<file path="config.mk">
export PLATFORM = sky130hd
export DESIGN_NAME = cal_bus_arb
export DESIGN_NICKNAME = d
export VERILOG_FILES = /design/src/rtl/cal_bus_arb.sv
export SDC_FILE = /design/constraint.sdc
export NUM_CORES = 1
export LEC_CHECK = 0
export ABC_AREA = 1
export CORE_MARGIN = 2
export CORE_UTILIZATION = 42
export DETAILED_ROUTE_END_ITERATION = 16
export GPL_ROUTABILITY_DRIVEN = 0
export GPL_TIMING_DRIVEN = 0
export PLACE_DENSITY = 0.8
export SLEW_MARGIN = 20
export SYNTH_ARGS = -nofsm -noshare
export SYNTH_HDL_FRONTEND = slang
export SYNTH_SLANG_ARGS = --single-unit
</file>
<file path="constraint.sdc">
create_clock -name clk -period 1.67 [get_ports clk]
set_input_delay 0.167 -clock clk [delete_from_list [all_inputs] [get_ports clk]]
set_output_delay 0.167 -clock clk [all_outputs]
set_load 0.02 [all_outputs]
</file>
<file path="src/rtl/cal_bus_arb.sv">
// cal_bus_arb: decides who drives the shared memory bus. This is the bus-side
// counterpart of the picture accelerator's master port.
//
// The CPU owns the bus by default. An accelerator request takes the bus
// through this sequence: stall the CPU, wait GNT_DLY dead cycles, then grant.
// The tenure is limited to HOLD_MAX cycles. Release goes through one dead
// cycle, and the CPU is then guaranteed at least one owned cycle before the
// next grant. The accelerator's done indication becomes a latched CPU
// interrupt.
//
// Ports:
//   clk, rst                      clock, asynchronous active-high reset
//   cpu_addr/cpu_data/cpu_write   CPU bus request
//   cpu_lock                      CPU multi-cycle access in flight (blocks handover)
//   cpu_hold                      CPU stall (registered)
//   acc_req / arb_res             accelerator request (level) / grant (registered)
//   acc_addr/acc_data/acc_write   accelerator bus request
//   acc_int                       accelerator done indication
//   bus_addr/bus_data/bus_write   shared memory bus
//   irq / irq_ack                 latched interrupt / clear pulse
//   arb_tmo / tmo_clr             sticky tenure-timeout flag / clear
module cal_bus_arb #(
  parameter int HOLD_MAX = 64,  // 1..255
  parameter int GNT_DLY  = 1    // 1..3
) (
  input  logic        clk,
  input  logic        rst,
  input  logic [15:0] cpu_addr,
  input  logic [7:0]  cpu_data,
  input  logic        cpu_write,
  input  logic        cpu_lock,
  output logic        cpu_hold,
  input  logic        acc_req,
  output logic        arb_res,
  input  logic [15:0] acc_addr,
  input  logic [7:0]  acc_data,
  input  logic        acc_write,
  input  logic        acc_int,
  output logic [15:0] bus_addr,
  output logic [7:0]  bus_data,
  output logic        bus_write,
  output logic        irq,
  input  logic        irq_ack,
  output logic        arb_tmo,
  input  logic        tmo_clr
);

  localparam int TW = $clog2(HOLD_MAX + 1);
  localparam logic [TW-1:0] TEN_LIMIT = TW'(HOLD_MAX);
  localparam logic [1:0]    DLY_LAST  = 2'(GNT_DLY - 1);

  typedef enum logic [1:0] {CPU_OWN, TO_ACC, ACC_OWN, TO_CPU} state_t;

  state_t        state_reg, state_next;
  logic [TW-1:0] ten_reg, ten_next;     // current cycle number within the tenure
  logic [1:0]    dly_reg, dly_next;     // dead cycles already spent in TO_ACC
  logic          guard_reg, guard_next; // first CPU_OWN cycle after a tenure
  logic          tmo_set;
  logic          arb_res_reg, cpu_hold_reg;
  logic          irq_reg, irq_next;
  logic          arb_tmo_reg, arb_tmo_next;
  logic          acc_int_prev_reg;
  logic [15:0]   last_addr_reg;
  logic [7:0]    last_data_reg;

  // Next-state logic
  always_comb begin
    state_next = state_reg;
    ten_next   = ten_reg;
    dly_next   = dly_reg;
    guard_next = guard_reg;
    tmo_set    = 1'b0;
    case (state_reg)
      CPU_OWN: begin
        guard_next = 1'b0;
        if (acc_req && !cpu_lock && !guard_reg) begin
          state_next = TO_ACC;
          dly_next   = 2'd0;
        end
      end
      TO_ACC: begin
        if (!acc_req) begin
          state_next = TO_CPU;
        end else if (dly_reg == DLY_LAST) begin
          state_next = ACC_OWN;
          ten_next   = TW'(1);  // the first granted cycle is cycle 1
        end else begin
          dly_next = dly_reg + 2'd1;
        end
      end
      ACC_OWN: begin
        // Saturate rather than wrap; the limit compare below exits first anyway.
        if (ten_reg < TEN_LIMIT) begin
          ten_next = ten_reg + TW'(1);
        end
        if (!acc_req) begin
          state_next = TO_CPU;
        end else if (ten_reg == TEN_LIMIT) begin
          state_next = TO_CPU;
          tmo_set    = 1'b1;
        end
      end
      TO_CPU: begin
        state_next = CPU_OWN;
        guard_next = 1'b1;
      end
      default: state_next = CPU_OWN;
    endcase
  end

  // Sticky flags. A new event wins over a simultaneous clear.
  always_comb begin
    irq_next = irq_reg;
    if (acc_int && !acc_int_prev_reg) begin
      irq_next = 1'b1;
    end else if (irq_ack) begin
      irq_next = 1'b0;
    end
    arb_tmo_next = arb_tmo_reg;
    if (tmo_set) begin
      arb_tmo_next = 1'b1;
    end else if (tmo_clr) begin
      arb_tmo_next = 1'b0;
    end
  end

  always_ff @(posedge clk or posedge rst) begin
    if (rst) begin
      state_reg        <= CPU_OWN;
      ten_reg          <= '0;
      dly_reg          <= 2'd0;
      guard_reg        <= 1'b0;
      arb_res_reg      <= 1'b0;
      cpu_hold_reg     <= 1'b0;
      irq_reg          <= 1'b0;
      arb_tmo_reg      <= 1'b0;
      acc_int_prev_reg <= 1'b0;
      last_addr_reg    <= 16'd0;
      last_data_reg    <= 8'd0;
    end else begin
      state_reg        <= state_next;
      ten_reg          <= ten_next;
      dly_reg          <= dly_next;
      guard_reg        <= guard_next;
      // Grant and stall are registered copies of the state being entered.
      arb_res_reg      <= (state_next == ACC_OWN);
      cpu_hold_reg     <= (state_next != CPU_OWN);
      irq_reg          <= irq_next;
      arb_tmo_reg      <= arb_tmo_next;
      acc_int_prev_reg <= acc_int;
      last_addr_reg    <= bus_addr;
      last_data_reg    <= bus_data;
    end
  end

  // Bus mux. The handover cycles park the bus on its last address/data
  // and never write.
  always_comb begin
    bus_addr  = last_addr_reg;
    bus_data  = last_data_reg;
    bus_write = 1'b0;
    case (state_reg)
      CPU_OWN: begin
        bus_addr  = cpu_addr;
        bus_data  = cpu_data;
        bus_write = cpu_write;
      end
      ACC_OWN: begin
        bus_addr  = acc_addr;
        bus_data  = acc_data;
        bus_write = acc_write;
      end
      default: ;
    endcase
  end

  assign arb_res  = arb_res_reg;
  assign cpu_hold = cpu_hold_reg;
  assign irq      = irq_reg;
  assign arb_tmo  = arb_tmo_reg;

endmodule

</file>
==> results.md <==
- Final setup viols: 31
- Pwr dens: 2280 nW/um^2
- Post-route cell area: 3670 sq um
- Met3 wire length: 498 um
- Reg2Reg Depth: 12
- Inserted Clock Buffers: 5
- CP Class: reg -> out
- DR DRC count: 0
- Status: finished, violations left
- P&R area growth vs syn: 80.1%
- Most frequent cells in the layout: nand2_1, clkdlybuf4s50_1, buf_4, dfrtp_1, buf_6
- Vias in the first global route: 2,125
- Mapped Area: 2040 sq um
- Yosys top cell by area: dfrtp_1
- Nets@finish: 436
- Synth Warn #: 0
- Worst-path clk slew: 0.09 ns
- Total track usage: 23.9%
- R2r setup slk: -0.34 ns
- H-tree depth: 2
- Largest net degree at the start of global routing: 23
- Final Instance Count excl. Fillers: 426
- Mapped Cells: 233
- Synth area leaders: dfrtp_1, nand2_1, a22oi_1
- IO Port Bufs: 85
- Largest register FFs: 16
- Placed insts: 373
- Share of the synthesized area in the top cell type: 50.3%
- Row count: 25
- Peak VDD IR: 0.000988 V
- DRT Pass-1 Iters: 4
- Slew Viols, Final: 0
- Pre-CTS WS: -0.627 ns
- Fmax: 492 MHz
- Setup TNS: -6.72 ns
- First-pass GRT wire length: 9740 um
- Worst reg2reg endpoint: last_data_reg[4]$_DFF_PP0_
- Met1 Wirelength: 2760 um
- HPWL Detailed: 3830 um
- Worst r2r src: state_reg[0]$_DFF_PP0_
- Slew headroom: 67.8%
- Initial DRC count: 125
- Worst Hold Class: in -> async
- Most common cell after layout, fill and taps aside: nand2_1
- Post-route ant nets: 0
- Core area: 4690 sq um
- DR top layer: met4
- Part of the cycle the worst path needs: 122%
- Syn Nets: 297
- Yosys cell types: 28
- Root Buffer Master: clkbuf_8
- Initial antenna violation count: 0
- CTS hold repair buffers: 0
- CP Capture Type: output port
- CP max FO: 7
- RSZ-0062 raised after global routing: true
- Post-layout min period: 2.03 ns
- CP Launch Type: flip-flop
- Inserted Diodes: 0
- Clock Tree Buf Depth: 2
- Via Count: 2,182
- Final Hold Viols: 0
- Vias per cell: 5.12
- Layout Utilization: 78.3%
- Clk Latency, worst-skew pair: 0.31 ns
- Register bit total from synthesis: 41
- Hold Slack: 0.198 ns
- Placed cell area: 2990 sq um
- Global route overflow: 0
- I/O Pins: 86
- Total clock sinks: 41
- Clock skew: 0.0132 ns
- Die width: 73.7 um
- CTS tree: yes
- Post-synthesis sequential area ratio: 50.3%
- Worst setup margin: -0.364 ns
- DIE HEIGHT: 73.7 um
- Total power: 8.38 mW
- Total Wirelength: 7300 um
- Avg WL per Cell: 17.1 um
- Measured slew at the worst slew-check pin: 0.483 ns
- Pleak: 1.77 nW
- CP required: 1.50 ns
- Area of the die: 5430 sq um
- Arrival time of the worst setup path: 1.87 ns
- Synth Area per Inst: 8.75 sq um
- Max capacitance violation total: 0
- Initial Util: 43.5%
- Layout cells sized above 1: 38.7%
- Failing checks: negative setup slack
- Routed wl met2: 3860 um
-- per-layer routing --
layer / up-vias / GRT usage (%)
li1: 1037 / -
met1: 1049 / 25.3
met2: 79 / 45.6
met3: 17 / 6.45
met4: 0 / 6.67
met5: - / 0
-- worst max-delay path: stages (launching register included) --
cell	delay, ns
dfrtp_1	0.39
inv_2	0.07
ha_2	0.18
buf_6	0.11
nor2_4	0.04
buf_12	0.13
buf_6	0.14
a22oi_2	0.24
nand2_2	0.11
buf_6	0.15
-- final cells by class --
type / count / area (sq um)
Buffer: 10 / 105
Clock buffer: 5 / 68.8
Clock inverter: 2 / 35.0
Fill cell: 255 / 1020
Inverter: 28 / 110
Multi-Input combinational cell: 154 / 1000
Sequential cell: 41 / 1030
Tap cell: 54 / 67.6
Timing Repair Buffer: 132 / 1260
-- worst max-delay path by stage --
| stage | startpoint | end | slack [ns] |
|---|---|---|---|
| 2_1_floorplan | state_reg[0]$_DFF_PP0_ | last_addr_reg[0]$_DFF_PP0_ | 0.14 |
| 3_3_place_gp | state_reg[0]$_DFF_PP0_ | bus_addr[12] | -0.59 |
| 6_report | state_reg[0]$_DFF_PP0_ | bus_data[4] | -0.36 |
| 3_5_place_dp | state_reg[0]$_DFF_PP0_ | bus_addr[12] | -0.63 |
| 5_1_grt | state_reg[0]$_DFF_PP0_ | bus_data[4] | -0.40 |
| 4_1_cts | state_reg[0]$_DFF_PP0_ | bus_data[2] | -0.21 |
-- cell usage after synthesis, drive strengths merged --
library cell,instances
a22oi,24
nor3,1
a22o,1
o31ai,1
a21oi,4
xnor2,1
o21ai,10
clkbuf,2
buf,8
nand2,79
nor2,10
o22ai,2
a21boi,1
nand4,2
inv,28
ha,7
dfrtp,41
or2,1
nand3,10
-- repair_timing --
item | 4_1_cts | 5_1_grt
pin swaps | 21 | 22
setup endpoints to repair | 25 | 32
setup buffers | 37 | 7
gates resized for setup | 185 | 20
gates cloned | 2 | 0
-- report_power, final --
| group | leakage (nW) | switching [mW] | internal [mW] |
|---|---|---|---|
| clock | 0.0540 | 0.368 | 0.435 |
| sequential | 0.511 | 0.197 | 1.40 |
| combinational | 1.20 | 2.99 | 2.99 |
-- cell families (layout without fill, tap and decap cells) --
kind of cell	count (synthesis)	after routing	share of synthesized area [%]
xor gates and xnor gates	1	1	0.430
adders and majority gates	7	7	4.29
and+or+nand+nor	103	103	20.7
DFF	41	41	50.3
AOI/OAI and AO/OA	43	43	15.6
buffers and inverters	38	177	8.65
Note: power is estimated with default switching activity, not from simulation.
